<file path="config.mk">
export PLATFORM = sky130hd
export DESIGN_NAME = pc_sequencer
export DESIGN_NICKNAME = d
export VERILOG_FILES = /design/src/rtl/pc_sequencer_pkg.sv /design/src/rtl/pc_next_mux.sv /design/src/rtl/pc_sequencer.sv
export SDC_FILE = /design/constraint.sdc
export NUM_CORES = 1
export LEC_CHECK = 0
export BUFFER_PORTS_ARGS = -buffer_cell sky130_fd_sc_hd__buf_4
export CORE_MARGIN = 5
export CORE_UTILIZATION = 45
export DETAILED_ROUTE_END_ITERATION = 8
export PLACE_DENSITY = 0.83
export RECOVER_POWER = 50
export SYNTH_ARGS = -nofsm -noshare
export SYNTH_HDL_FRONTEND = slang
export SYNTH_HIERARCHICAL = 1
export SYNTH_SLANG_ARGS = --single-unit
</file>
<file path="constraint.sdc">
create_clock -name clock -period 2.1 [get_ports clock]
set_input_delay 0.105 -clock clock [delete_from_list [all_inputs] [get_ports clock]]
set_output_delay 0.105 -clock clock [all_outputs]
set_load 0.05 [all_outputs]
</file>
<file path="src/rtl/pc_sequencer_pkg.sv">
// Shared definitions for the PC sequencer: state encoding, address defaults
// and the sequential fetch step.
package pc_sequencer_pkg;

  typedef enum logic [1:0] {
    BOOT  = 2'd0,
    FETCH = 2'd1,
    HOLD  = 2'd2,
    TRAP  = 2'd3
  } pcseq_state_e;

  localparam logic [31:0] RESET_ADDR_DEFAULT = 32'h0000_0000;
  localparam logic [31:0] EXC_VECTOR_DEFAULT = 32'h0000_0080;
  localparam logic [31:0] PC_STEP            = 32'd4;

  function automatic logic [31:0] word_align(input logic [31:0] addr);
    return {addr[31:2], 2'b00};
  endfunction

endpackage

</file>
<file path="src/rtl/pc_next_mux.sv">
// Next-address priority select: eret > jump > branch > pending redirect > pc+4.
// Redirect targets are passed through unaligned; the caller decides how to treat low bits.
module pc_next_mux
  import pc_sequencer_pkg::*;
(
  input  logic        eret_i,
  input  logic [31:0] epc_i,
  input  logic        jump_i,
  input  logic [31:0] jump_target_i,
  input  logic        branch_i,
  input  logic [31:0] branch_target_i,
  input  logic        pend_valid_i,
  input  logic [31:0] pend_addr_i,
  input  logic [31:0] pc_current_i,
  output logic        live_o,
  output logic [31:0] live_target_o,
  output logic        redirect_o,
  output logic [31:0] sel_raw_o
);

  always_comb begin
    live_o        = eret_i | jump_i | branch_i;
    live_target_o = branch_target_i;
    if (jump_i) live_target_o = jump_target_i;
    if (eret_i) live_target_o = epc_i;

    redirect_o = live_o | pend_valid_i;
    if (live_o)            sel_raw_o = live_target_o;
    else if (pend_valid_i) sel_raw_o = pend_addr_i;
    else                   sel_raw_o = pc_current_i + PC_STEP;
  end

endmodule

</file>
<file path="src/rtl/pc_sequencer.sv">
// Fetch-side PC write-port controller with imem req/ack handshake and stall hold.
// Optional macro PCSEQ_MISALIGN_TRAP_EN: misaligned redirect targets trap instead of being cleared.
module pc_sequencer
  import pc_sequencer_pkg::*;
#(
  parameter logic [31:0] RESET_ADDR = RESET_ADDR_DEFAULT,
  parameter logic [31:0] EXC_VECTOR = EXC_VECTOR_DEFAULT
) (
  input  logic        clock,
  input  logic        reset,
  input  logic        stall,
  input  logic        branch_taken,
  input  logic [31:0] branch_target,
  input  logic        jump,
  input  logic [31:0] jump_target,
  input  logic        eret,
  input  logic        exception,
  input  logic [31:0] pc_current,
  input  logic        imem_ack,
  output logic        imem_req,
  output logic [31:0] imem_addr,
  output logic [31:0] next_pc,
  output logic        pc_write,
  output logic        fetch_valid,
  output logic [31:0] epc,
  output logic        misalign
);

  pcseq_state_e state_q, state_d;
  logic [31:0]  epc_q, epc_d;
  logic         pend_valid_q, pend_valid_d;
  logic [31:0]  pend_addr_q, pend_addr_d;

  logic        live;
  logic [31:0] live_target;
  logic        redirect;
  logic [31:0] sel_raw;
  logic [31:0] sel_addr;
  logic        bad;

  pc_next_mux u_mux (
    .eret_i          (eret),
    .epc_i           (epc_q),
    .jump_i          (jump),
    .jump_target_i   (jump_target),
    .branch_i        (branch_taken),
    .branch_target_i (branch_target),
    .pend_valid_i    (pend_valid_q),
    .pend_addr_i     (pend_addr_q),
    .pc_current_i    (pc_current),
    .live_o          (live),
    .live_target_o   (live_target),
    .redirect_o      (redirect),
    .sel_raw_o       (sel_raw)
  );

`ifdef PCSEQ_MISALIGN_TRAP_EN
  assign sel_addr = sel_raw;
  assign bad      = redirect & (sel_raw[1:0] != 2'b00);
`else
  assign sel_addr = redirect ? word_align(sel_raw) : sel_raw;
  assign bad      = 1'b0;
`endif

  assign epc = epc_q;

  always_comb begin
    state_d      = state_q;
    epc_d        = epc_q;
    pend_valid_d = pend_valid_q;
    pend_addr_d  = pend_addr_q;
    imem_req     = 1'b0;
    imem_addr    = '0;
    next_pc      = RESET_ADDR;
    pc_write     = 1'b0;
    fetch_valid  = 1'b0;
    misalign     = 1'b0;

    case (state_q)
      // BOOT is also the state held while reset is asserted; the write waits for release.
      BOOT: begin
        pc_write = ~reset;
        state_d  = FETCH;
      end
      FETCH, HOLD: begin
        next_pc = sel_addr;
        if (state_q == FETCH) begin
          imem_req  = 1'b1;
          imem_addr = pc_current;
        end
        if (exception) begin
          state_d = TRAP;
          epc_d   = pc_current;
        end else if (state_q == HOLD || imem_ack) begin
          fetch_valid = 1'b1;
          if (stall) begin
            state_d = HOLD;
          end else if (bad) begin
            misalign = 1'b1;
            epc_d    = sel_raw;
            state_d  = TRAP;
          end else begin
            pc_write = 1'b1;
            state_d  = FETCH;
          end
        end
      end
      TRAP: begin
        pc_write = 1'b1;
        next_pc  = EXC_VECTOR;
        state_d  = FETCH;
      end
      default: state_d = BOOT;
    endcase

    // Any PC write consumes the pending redirect; otherwise a live pulse is remembered.
    if (pc_write) begin
      pend_valid_d = 1'b0;
    end else if (live && !exception && (state_q == FETCH || state_q == HOLD)) begin
      pend_valid_d = 1'b1;
      pend_addr_d  = live_target;
    end
  end

  always_ff @(posedge clock or posedge reset) begin
    if (reset) begin
      state_q      <= BOOT;
      epc_q        <= '0;
      pend_valid_q <= 1'b0;
      pend_addr_q  <= '0;
    end else begin
      state_q      <= state_d;
      epc_q        <= epc_d;
      pend_valid_q <= pend_valid_d;
      pend_addr_q  <= pend_addr_d;
    end
  end

endmodule

</file>
### Word level (Yosys, flattened, before mapping)

Cells that the tools add are included.

* register bits: 67
* bits in latches: 0
* RAM bits: 0
* bits in read-only memories: 0
* bits of input ports: 104
* output and inout port bits: 100
* word-level logic and storage cells: 48
* memories: 0

* $add $sub $neg: 1
* $mul: 0
* div/mod/pow operators: 0
* magnitude comparators: 0
* equal/unequal tests: 4
* shifts and indexed selects: 0
* mux-type cells: 23
* bitwise gates (word level): 5
* reduce and logical (&&, ||, !) cells: 11

Operator list (count)
* 2-to-1 mux 32 bit: 6
* case mux 32 bit (2 select lines): 1
* adder 32 x 3 -> 32 bit (second input constant): 1
* 2-to-1 mux 1 bit: 10
* 2-to-1 mux 2 bit: 4
* == test 2 bit (second input constant): 2
* case mux 2 bit (2 select lines): 1
* AND reduction 2 bit: 2
* OR reduction 2 bit: 2
* inequality test 3 bit (second input constant): 1
* bitwise OR 1 bit: 3
* case mux 1 bit (3 select lines): 1
* == test 2 x 1 -> 1 bit (second input constant): 1
* logical AND 1 bit: 2
* zero test 2 bit: 1
* logical OR 1 bit: 2
* NOT 1 bit: 2
* nonzero test 2 bit: 1
* zero test 1 bit: 1

### Logic depth before layout (Yosys ltp)

Gate-level depths: netlist (run 1).

* depth in word-level cells: 7
* gate-level depth with buffers: 10

### Modules after synthesis

Netlist (run 1), hierarchy kept.

By module, submodules not included
* pc_sequencer: instances 1, cells an instance 237, area an instance 3190.6 sq um, seq. area each 1676.6 sq um
* pc_next_mux: instances 1, cells an instance 317, area an instance 1889.3 sq um, seq. area each 0.0 sq um

### Worst setup path before layout (run 1)

OpenSTA, ideal clock, no wires.

* kind: reg-to-reg
* start: register state_q[0]
* end: register pend_valid_q
* data arrival time: 2.080 ns
* path slack: -0.145 ns
* cell stages (with the launch flop): 7
* buffers on the path: 0
* cells stage by stage: dfrtp_1 > inv_1 > ha_1 > nand2b_1 > o31a_1 > a21oi_1 > nor2_1

* longest elaborated chain between the ends: 6
* elaborated cells between the ends (all ways): 13
* classes of those cells: eq/ne (3); mux (4); reduce/logical (6)

RTL lines
* start, declared: RTL line pc_sequencer.sv:29 `pcseq_state_e state_q, state_d;`
* start signal, assigned: RTL line pc_sequencer.sv:132 `state_q <= state_d;`
* == test 2 bit: RTL line pc_sequencer.sv:79, pc_sequencer.sv:94
* logical OR 1 bit: RTL line pc_sequencer.sv:94 `end else if (state_q == HOLD || imem_ack) begin`
* 2-to-1 mux 1 bit: RTL line pc_sequencer.sv:94
* 2-to-1 mux 1 bit: RTL line pc_sequencer.sv:91 `if (exception) begin`
* case mux 1 bit (3 select lines) *: RTL line pc_sequencer.sv:79 `case (state_q)`
* named net pc_write: RTL line pc_sequencer.sv:23 `output logic pc_write,`
* 2-to-1 mux 1 bit or nonzero test 2 bit (tied branches)
* end signal, assigned: RTL line pc_sequencer.sv:134 `pend_valid_q <= pend_valid_d;`
* end, declared: RTL line pc_sequencer.sv:31 `logic pend_valid_q, pend_valid_d;`

Mark *: on every way through the listed nets, which the timed path passes. The rest lies on a longest branch.
A chain may end at the register's enable or synchronous reset.

### Worst setup path in the final report (run 1)

* start: register state_q[0]
* end: output port pc_write

* longest elaborated chain between the ends: 5
* elaborated cells between the ends (all ways): 9
* classes of those cells: eq/ne (3); mux (3); reduce/logical (3)

RTL lines (RTL line)
* == test 2 bit: pc_sequencer.sv:79, pc_sequencer.sv:94
* logical OR 1 bit: pc_sequencer.sv:94
* 2-to-1 mux 1 bit: pc_sequencer.sv:94
* 2-to-1 mux 1 bit: pc_sequencer.sv:91
* case mux 1 bit (3 select lines) *: pc_sequencer.sv:79
* end, declared: pc_sequencer.sv:23

Every way passes the cells marked *; elsewhere a longest branch is shown, timed or not.

==> flow_summary.yaml, run 1 <==
outcome:
  status: "finished clean"
clock_network:
  clock_latency_ns: 0.33
  numClockSinks: 67
  clkSlewWorstSetupHoldPaths_ns: 0.06
  cts_tree: "done"
  cts_htree_levels: 3
  ctsRootBufferMaster: "sky130_fd_sc_hd__clkbuf_16"
  numCtsBuffers: 9
  cts_max_path_buffers: 2
die:
  full_die_area_sq_mm: 0.0135
  initial_core_util_pct: 46.5
  die_height_um: 116
  area_of_the_core_sq_mm: 0.0109
  fp-row-count: 38
  fp.dieW_um: 116
  boundaryPins: 204
pwr:
  p_sw_share_pct: 51.2
  ir_worst_vdd_mv: 0.920
  total_leakage_power_nw: 3.33
  pwr-share-seq_pct: 21.6
  power.net_switching_mw: 5.67
  internal-power_mw: 5.40
  power_density_mw_per_mm2: 1560
  share_of_power_burned_in_combinational_logic_pct: 64.1
  clockPowerShare_pct: 14.3
route:
  detail_route.drc_violations: 0
  avgViaCountPerCell: 5.54
  route.final.wire_length_mm: 17.1
  dr.first_iter.drc_count: 340
  drt-pass1-iter-count: 8
  drt.antenna.violating_nets: 0
  routed-via-count: 4995
  route.detailed.wl_per_inst_um: 19.0
sta:
  drv_slew: 0
  final.setup_skew_ns: 0.00364
  fin_worst_hold_slack_ns: 0.0322
  final_period_minus_worst_setup_slack_ns: 2.07
  final_setup_violation_count: 0
  grt_setup_unrepaired: "true"
  slew-limit-headroom_pct: 38.4
  max_clock_freq_mhz: 482
  hold_viol_final: 0
  fin_crit_sh_pct: 98.8
  worst-slew-pin-transition_ns: 0.923
yosys:
  synth-warning-count: 6
  synth_edf_count: 0
  syn_avg_cell_area_sq_um: 9.17
  netlist_top_cells_area: "sky130_fd_sc_hd__dfrtp_1 33%, sky130_fd_sc_hd__mux2_4 8.9%, sky130_fd_sc_hd__and2_1 7.5%, sky130_fd_sc_hd__mux2_2 7.1%, sky130_fd_sc_hd__mux2i_1 6.7%"
  synth.net_count: 664
  ys_seq_elements: 67
  synthCells: 554
  synth_async_sr_flop_share_pct: 100
  synthesis.area_sq_mm: 0.00508
  synth_sequential_area_ratio_pct: 33.0
  synth_flop_cell: "sky130_fd_sc_hd__dfrtp_1"
  ys_types: 48
  yosys.area.top_type: "sky130_fd_sc_hd__dfrtp_1"
  synth_top_area_share_pct: 33.0
setup_path:
  path_type_of_the_worst_setup_path: "reg -> out"
  arrival_ns: 1.97
  critical_path.endpoint_type: "output port"
  peak_fanout_along_the_critical_path: 18
  critPathLaunchType: "register"
  worst-endpoint-required_ns: 2.00
layout:
  final.fill_count: 914
  diodes: 0
  drive_gt1_share_pct: 38.1
  layout.cell_area.non_filler_sq_mm: 0.00708
  design.final.nets: 867
  layout-area-overhead-vs-synth_pct: 39.3
placement:
  port_buffers: 202
  gpl.final_weighted_congestion: 0.853
  place.detailed.hpwl_mm: 12.4
  detailed_place.area_sq_mm: 0.00683
global_routing:
  first_global_vias: 5123
  global_route.usage.total_pct: 24.8
  antenna_found_initial: 0
  largest_net_degree_at_the_start_of_global_routing: 66
  final_global_route_overflow_total: 0
  grt_pass1_wl_mm: 26.3
min_path:
  timing.hold.worst.class: "in -> reg"
flow_run:
  cap_viol_max_count: 0
placed cells by master, fill, tap and decap left out, types with 8 or more instances in the layout:
cell type                   count
sky130_fd_sc_hd__mux2_2        32
sky130_fd_sc_hd__and3_1        12
sky130_fd_sc_hd__inv_1          8
sky130_fd_sc_hd__mux2_4        30
sky130_fd_sc_hd__dfrtp_1       67
sky130_fd_sc_hd__mux2i_1       34
sky130_fd_sc_hd__nand2_1       54
sky130_fd_sc_hd__clkbuf_16      9
sky130_fd_sc_hd__clkbuf_1      38
sky130_fd_sc_hd__and2_1        55
sky130_fd_sc_hd__buf_4        182
sky130_fd_sc_hd__nor2_1        25
sky130_fd_sc_hd__nor3_1        12
sky130_fd_sc_hd__a21oi_1       29
sky130_fd_sc_hd__xnor2_1       20
sky130_fd_sc_hd__o21ai_0       60
sequential cells by signal, indices dropped and copies added (netlist names):
register,count
pend_addr_q,32
epc,32
pend_valid_q,1
state_q,2
routing by layer:
metal | global-route usage, % | vias up | part of all wire [%]
li1 | - | 2331 | -
met1 | 29.7 | 2385 | 40
met2 | 44.1 | 247 | 50
met3 | 5.23 | 32 | 7.8
met4 | 8.58 | 0 | 1.9
met5 | 0 | - | 0
area by class of cell:
cell class	instances	area (sq um)	share of cell area [%]
clock buffers	15	278	3.93
clock inverters	1	30.0	0.424
inverters	11	45.0	0.636
multi-input cells	438	3210	45.3
flip-flops and latches	67	1680	23.7
well taps	140	175	2.48
repair buffers	230	1660	23.5
repair_timing:
| action | in CTS | in global routing |
|---|---|---|
| cloned | 1 | 0 |
| endpoints found under the setup margin | 1 | 43 |
| setup buffers | 3 | 0 |
| endpoints found under the hold margin | 22 | 0 |
| gates resized for setup | 6 | 5 |
| pin swaps | 0 | 1 |
| hold buffers | 1 | 0 |
critical path, cell delays in order (launching register included):
cell and delay [ns]:
sky130_fd_sc_hd__dfrtp_1 0.39, sky130_fd_sc_hd__inv_2 0.07, sky130_fd_sc_hd__ha_4 0.30, sky130_fd_sc_hd__buf_12 0.15, sky130_fd_sc_hd__nand2b_1 0.08, sky130_fd_sc_hd__o31a_1 0.29
sky130_fd_sc_hd__a21oi_2 0.16, sky130_fd_sc_hd__buf_6 0.18
cell usage after synthesis (2+ instances only):
master	number
sky130_fd_sc_hd__mux2_2	32
sky130_fd_sc_hd__nand3_1	7
sky130_fd_sc_hd__a31oi_1	3
sky130_fd_sc_hd__o21ai_0	60
sky130_fd_sc_hd__ha_1	6
sky130_fd_sc_hd__mux2_4	30
sky130_fd_sc_hd__buf_6	4
sky130_fd_sc_hd__buf_1	4
sky130_fd_sc_hd__a21o_1	2
sky130_fd_sc_hd__inv_1	11
sky130_fd_sc_hd__a21oi_1	30
sky130_fd_sc_hd__o22ai_1	7
sky130_fd_sc_hd__nor3_1	14
sky130_fd_sc_hd__nand3_2	3
sky130_fd_sc_hd__nand2_1	55
sky130_fd_sc_hd__buf_2	6
sky130_fd_sc_hd__and3_1	12
sky130_fd_sc_hd__nor4_4	2
sky130_fd_sc_hd__xnor2_1	20
sky130_fd_sc_hd__and2_1	61
sky130_fd_sc_hd__mux2i_1	34
sky130_fd_sc_hd__and4_1	2
sky130_fd_sc_hd__and4bb_2	2
sky130_fd_sc_hd__nor2_1	26
sky130_fd_sc_hd__dfrtp_1	67
sky130_fd_sc_hd__a211oi_1	3
sky130_fd_sc_hd__nor2b_1	2
sky130_fd_sc_hd__or3_1	2
sky130_fd_sc_hd__xor2_1	6
sky130_fd_sc_hd__clkbuf_1	22
sky130_fd_sc_hd__mux2_1	2
cell families (layout without fill, tap and decap cells):
family / after synthesis / in the layout / share of synthesized area, %
AOI/OAI and AO/OA: 110 / 110 / 11.6
and+or+nand+nor: 197 / 197 / 21.8
DFF: 67 / 67 / 33.0
xor gates and xnor gates: 26 / 26 / 4.48
adders and majority gates: 6 / 6 / 1.48
buffers and inverters: 49 / 257 / 4.46
muxes: 98 / 98 / 23.1
other: 1 / 1 / 0.0738
stage by stage:
stage                     worst slack (ns)  power, mW  util, %  instances  setup TNS [ns]
after floorplan                     0.0226       7.34        -        554               0
after global placement               0.145       9.41     62.5        881               0
after detailed placement            0.0706       9.60     62.5        881               0
after CTS                           0.0336       11.4     66.2        902               0
after global routing               -0.0497       11.5     64.7        902         -0.0497
final                               0.0255       11.1     64.7        902               0
final timing paths:
path	slack [ns]	cells past startpoint	start	endpoint
min in group asynchronous	0.62	3	reset	epc[31]$_DFFE_PP0P_
max	0.03	7	state_q[0]$_DFFE_PP0P_	pc_write
min	0.03	2	pc_current[1]	epc[1]$_DFFE_PP0P_
max reg2reg	0.08	7	state_q[0]$_DFFE_PP0P_	pend_addr_q[6]$_DFFE_PP0P_
min reg2reg	0.50	1	pend_addr_q[30]$_DFFE_PP0P_	pend_addr_q[30]$_DFFE_PP0P_
max in group asynchronous	0.31	4	reset	epc[15]$_DFFE_PP0P_
power by group through the flow:
| stage | Sequential (mW) | Clock, mW | Combinational, mW |
|---|---|---|---|
| 6_report | 2.39 | 1.58 | 7.09 |
| 3_3_place_gp | 2.36 | 0 | 7.05 |
| 4_1_cts | 2.38 | 1.59 | 7.46 |
| 3_5_place_dp | 2.39 | 0 | 7.21 |
| 5_1_grt | 2.47 | 1.65 | 7.43 |
| 2_1_floorplan | 3.41 | 0 | 3.93 |
No activity file was read; power rests on OpenSTA's default activity.
==> inputs of run 2 (changes only) <==
CORE_UTILIZATION = 35   (was 45)
GPL_TIMING_DRIVEN = 0   (was not set)
PLACE_DENSITY = 0.66   (was 0.83)
clock period = 2.3 ns   (was 2.1 ns; I/O delays follow)
==> flow_summary.yaml, run 2 (same netlist as run 1, synthesis figures left out) <==
outcome:
  status: "finished, violations left"
  failing_checks: "capacitance limit, slew limit"
setup_path:
  worst-endpoint-required_ns: 2.18
  path_type_of_the_worst_setup_path: "reg -> out"
  arrival_ns: 2.11
  critical_path.endpoint_type: "output port"
  peak_fanout_along_the_critical_path: 10
  critPathLaunchType: "register"
sta:
  worst-slew-pin-transition_ns: 1.51
  drv_slew: 68
  final_layout_setup_total_negative_slack_ns: 0
  hold_viol_final: 0
  final_period_minus_worst_setup_slack_ns: 2.23
  slew-limit-headroom_pct: -0.601
  fin_crit_sh_pct: 96.9
  max_clock_freq_mhz: 449
  final_setup_violation_count: 0
  final.setup_skew_ns: 0.00341
  grt_setup_unrepaired: "false"
route:
  avgViaCountPerCell: 5.21
  drt-pass1-iter-count: 4
  dr.first_iter.drc_count: 240
  detail_route.drc_violations: 0
  routed-via-count: 4977
  route.final.wire_length_mm: 19.0
  drt.antenna.violating_nets: 0
  route.detailed.wl_per_inst_um: 19.9
clock_network:
  cts-hold-fix-buffers: 0
  ctsRootBufferMaster: "sky130_fd_sc_hd__clkbuf_16"
  numClockSinks: 67
  cts_tree: "done"
  numCtsBuffers: 9
  cts_htree_levels: 3
  clkSlewWorstSetupHoldPaths_ns: 0.06
  clock_latency_ns: 0.33
  cts_max_path_buffers: 2
die:
  full_die_area_sq_mm: 0.0170
  initial_core_util_pct: 35.4
  fp.dieW_um: 130
  die_height_um: 130
  boundaryPins: 204
  area_of_the_core_sq_mm: 0.0144
  fp-row-count: 44
pwr:
  share_of_power_burned_in_combinational_logic_pct: 64.9
  internal-power_mw: 4.61
  pwr-share-seq_pct: 22.3
  p_sw_share_pct: 53.2
  ir_worst_vdd_mv: 0.651
  report.power.total_mw: 9.85
  power.net_switching_mw: 5.24
  power_density_mw_per_mm2: 1410
  clockPowerShare_pct: 12.8
  total_leakage_power_nw: 3.28
global_routing:
  antenna_found_initial: 0
  grt_pass1_wl_mm: 28.0
  final_global_route_overflow_total: 0
  first_global_vias: 4927
  largest_net_degree_at_the_start_of_global_routing: 68
  global_route.usage.total_pct: 21.7
layout:
  diodes: 0
  final.fill_count: 1440
  layout-area-overhead-vs-synth_pct: 37.6
  drive_gt1_share_pct: 36.7
  layout.area.seq_sq_mm: 0.00168
  commonest_cells_after_routing_fill_and_taps_aside: "170 x sky130_fd_sc_hd__buf_4, 67 x sky130_fd_sc_hd__dfrtp_1, 61 x sky130_fd_sc_hd__and2_1, 60 x sky130_fd_sc_hd__o21ai_0, 55 x sky130_fd_sc_hd__nand2_1"
  instances_no_fill: 955
  multi_input_comb_area_sq_mm: 0.00318
  design.final.nets: 877
  commonest_non_fill_non_tap_cell_in_the_layout: "sky130_fd_sc_hd__buf_4"
flow_run:
  cap_viol_max_count: 1
placement:
  gpl.final_weighted_congestion: 0.866
  port_buffers: 201
  place_inst: 939
  place.detailed.hpwl_mm: 14.3
min_path:
  timing.hold.worst.class: "in -> reg"
run 2: cell type report:
cell class,count,area share [%]
Multi-Input combinational cell,438,45.6
Sequential cell,67,24.0
Timing Repair Buffer,202,19.9
Clock buffer,12,3.53
Tap cell,184,3.29
Buffer,38,2.90
Inverter,11,0.591
Clock inverter,3,0.215
run 2: path summary, 6_finish.rpt:
check / startpoint / endpoint / slack (ns) / depth (start not counted)
worst max-delay path: pend_valid_q$_DFFE_PP0P_ / next_pc[19] / 0.07 / 6
worst min-delay path: imem_ack / state_q[0]$_DFFE_PP0P_ / 0.03 / 3
worst max register to register: state_q[0]$_DFFE_PP0P_ / pend_addr_q[3]$_DFFE_PP0P_ / 0.13 / 7
worst min register to register: pend_addr_q[31]$_DFFE_PP0P_ / pend_addr_q[31]$_DFFE_PP0P_ / 0.50 / 1
max in group asynchronous: reset / epc[5]$_DFFE_PP0P_ / 1.09 / 2
min in group asynchronous: reset / epc[31]$_DFFE_PP0P_ / 0.30 / 2
run 2: worst max-delay path, cell delays in order (launching register included):
cell and delay [ns]:
sky130_fd_sc_hd__dfrtp_1 0.53, sky130_fd_sc_hd__clkbuf_1 0.48, sky130_fd_sc_hd__and3_1 0.26, sky130_fd_sc_hd__a21oi_1 0.05
sky130_fd_sc_hd__o21ai_0 0.11, sky130_fd_sc_hd__and2_1 0.16, sky130_fd_sc_hd__buf_4 0.19
run 2: routing by layer:
| layer | wire, um | track usage (%) | vias up |
|---|---|---|---|
| li1 | - | - | 2345 |
| met1 | 8410 | 28.7 | 2418 |
| met2 | 9050 | 35.5 | 189 |
| met3 | 1140 | 4.19 | 25 |
| met4 | 405 | 7.62 | 0 |
| met5 | 0 | 0 | - |
run 2: power groups by stage:
stage / sequential [mW] / clock (mW) / combinational [mW]
after floorplan: 3.11 / 0 / 3.59
after global placement: 2.17 / 0 / 6.55
after detailed placement: 2.20 / 0 / 6.62
after CTS: 2.20 / 1.28 / 6.66
after global routing: 2.27 / 1.32 / 6.69
final: 2.20 / 1.26 / 6.39
run 2: repair_timing:
| action | in CTS | in global routing |
|---|---|---|
| hold endpoints to repair | 0 | 0 |
| cloned | 0 | 0 |
| endpoints found under the setup margin | 81 | 65 |
| setup buffers | 1 | 0 |
| resized for setup | 8 | 11 |
| pin swaps | 1 | 1 |
run 2: through the flow:
step	hold slack, ns	worst slack, ns	util [%]	cell area [sq um]
final	0.0309	0.0716	48.6	6990
after global routing	0.0427	0.00291	48.6	6990
after CTS	0.0219	0.0261	49.4	7100
after detailed placement	0.364	-0.436	47.5	6820
after global placement	0.359	-0.504	47.5	6820
after floorplan	0.241	0.0552	-	5080
==> inputs of run 3 (changes only) <==
CORE_UTILIZATION = 50   (was 35)
PLACE_DENSITY = 0.87   (was 0.66)
==> flow_summary.yaml, run 3 (same netlist as run 1, synthesis figures left out) <==
layout:
  diodes: 0
  layout.cell_area.non_filler_sq_mm: 0.00687
  drive_gt1_share_pct: 35.6
  commonest_cells_after_routing_fill_and_taps_aside: "168 x sky130_fd_sc_hd__buf_4, 67 x sky130_fd_sc_hd__dfrtp_1, 61 x sky130_fd_sc_hd__and2_1, 60 x sky130_fd_sc_hd__o21ai_0"
  commonest_non_fill_non_tap_cell_in_the_layout: "sky130_fd_sc_hd__buf_4"
  design.final.nets: 879
  layout-area-overhead-vs-synth_pct: 35.3
outcome:
  status: "finished clean"
route:
  route.final.wire_length_mm: 18.4
  routed-via-count: 5144
  avgViaCountPerCell: 5.68
  wl_met1_mm: 7.31
  wl_met3_mm: 1.50
  highest-signal-layer: "met4"
  route.detailed.wl_per_inst_um: 20.3
  drt-pass1-iter-count: 5
  drt.antenna.violating_nets: 0
  detail_route.drc_violations: 0
  met2_wirelength_mm: 9.07
  dr.first_iter.drc_count: 436
setup_path:
  regToRegEndpoint: "pend_addr_q[18]$_DFFE_PP0P_"
  arrival_ns: 2.15
  path_type_of_the_worst_setup_path: "reg -> out"
  peak_fanout_along_the_critical_path: 10
  r2r_start: "state_q[1]$_DFFE_PP0P_"
  worst_r2r_path_depth: 7
  worst-endpoint-required_ns: 2.18
  critPathLaunchType: "register"
  r2r_setup_slack_ns: 0.06
  critical_path.endpoint_type: "output port"
clock_network:
  cts_max_path_buffers: 2
  ctsRootBufferMaster: "sky130_fd_sc_hd__clkbuf_8"
  clock_latency_ns: 0.35
  numCtsBuffers: 9
  numClockSinks: 67
  clkSlewWorstSetupHoldPaths_ns: 0.08
  cts_tree: "done"
  cts_htree_levels: 3
min_path:
  hold_end: "state_q[0]$_DFFE_PP0P_"
  hold_path.startpoint: "imem_ack"
  timing.hold.worst.class: "in -> reg"
  worstHoldPathCells: 3
pwr:
  power_density_mw_per_mm2: 1410
  ir_worst_vdd_mv: 0.981
  p_sw_share_pct: 53.8
  internal-power_mw: 4.47
  total_leakage_power_nw: 3.24
  report.power.total_mw: 9.67
  clockPowerShare_pct: 11.4
  share_of_power_burned_in_combinational_logic_pct: 65.9
  pwr-share-seq_pct: 22.7
  power.net_switching_mw: 5.20
global_routing:
  grt_pass1_wl_mm: 28.6
  global_route.usage.total_pct: 29.1
  largest_net_degree_at_the_start_of_global_routing: 68
  antenna_found_initial: 0
  final_global_route_overflow_total: 0
  first_global_vias: 5452
die:
  area_of_the_core_sq_mm: 0.00982
  boundaryPins: 204
  initial_core_util_pct: 51.7
  full_die_area_sq_mm: 0.0123
  fp.dieW_um: 111
  fp-row-count: 36
  die_height_um: 111
sta:
  fin_worst_hold_slack_ns: 0.00348
  final_period_minus_worst_setup_slack_ns: 2.27
  fin_crit_sh_pct: 98.6
  final_setup_violation_count: 0
  grt_setup_unrepaired: "true"
  final.setup_skew_ns: 0.0101
  slew-limit-headroom_pct: 3.66
  worst-slew-pin-transition_ns: 1.45
  max_clock_freq_mhz: 441
  drv_slew: 0
  hold_viol_final: 0
flow_run:
  cap_viol_max_count: 0
placement:
  port_buffers: 201
  detailed_place.area_sq_mm: 0.00676
  gpl.final_weighted_congestion: 0.884
  place.detailed.hpwl_mm: 13.8
==> run 3: layout make-up <==
| type | instances | area, sq um |
|---|---|---|
| multi-input cells | 438 | 3180 |
| fillers | 822 | 2950 |
| flip-flops and latches | 67 | 1680 |
| repair buffers | 204 | 1400 |
| plain buffers | 38 | 198 |
| well taps | 133 | 166 |
| clock buffers | 13 | 149 |
| clock inverters | 2 | 60.1 |
| inverters | 11 | 41.3 |
==> run 3: worst max path at each step <==
stage / start / end / slack [ns]
6_report: pend_valid_q$_DFFE_PP0P_ / next_pc[16] / 0.03
5_1_grt: state_q[0]$_DFFE_PP0P_ / pend_addr_q[10]$_DFFE_PP0P_ / -0.03
4_1_cts: state_q[0]$_DFFE_PP0P_ / next_pc[8] / 0.03
3_5_place_dp: jump / pend_addr_q[18]$_DFFE_PP0P_ / -0.35
3_3_place_gp: reset / epc[21]$_DFFE_PP0P_ / -0.42
2_1_floorplan: state_q[0]$_DFFE_PP0P_ / pend_valid_q$_DFFE_PP0P_ / 0.06
==> run 3: power groups by stage <==
stage / clock network, mW / logic, mW / registers (mW)
final: 1.11 / 6.37 / 2.20
after global routing: 1.14 / 6.65 / 2.26
after CTS: 1.10 / 6.61 / 2.19
after detailed placement: 0 / 6.58 / 2.20
after global placement: 0 / 6.47 / 2.15
after floorplan: 0 / 3.59 / 3.11
==> run 3: worst max-delay path, cell delays in order (launching register included) <==
cell                       delay [ns]
sky130_fd_sc_hd__dfrtp_1         0.55
sky130_fd_sc_hd__clkbuf_1        0.49
sky130_fd_sc_hd__and3_1          0.26
sky130_fd_sc_hd__a21oi_1         0.04
sky130_fd_sc_hd__o21ai_0         0.08
sky130_fd_sc_hd__and2_1          0.17
sky130_fd_sc_hd__buf_4           0.21
==> run 3: timing repair <==
item / in CTS / in global routing
endpoints found under the setup margin: 27 / 73
hold buffers: 1 / 0
gates resized for setup: 5 / 8
pin swaps: 0 / 1
endpoints found under the hold margin: 18 / 0
buffers inserted: 0 / 2
==> run 3: through the flow <==
step                setup slack (ns)  util (%)  cells  setup TNS [ns]
floorplan                     0.0552         -    554               0
global placement              -0.424      68.8    888          -36.67
detailed placement            -0.348      68.8    888          -10.44
CTS                           0.0265      71.1    904               0
global route                 -0.0291      70.0    906          -0.349
finish                        0.0333      70.0    906               0
==> run 3: metal layers <==
metal	vias to the layer above	track usage, %
met3	46	5.29
li1	2349	-
met4	0	11.5
met1	2445	35.9
met2	304	50.4
met5	-	0
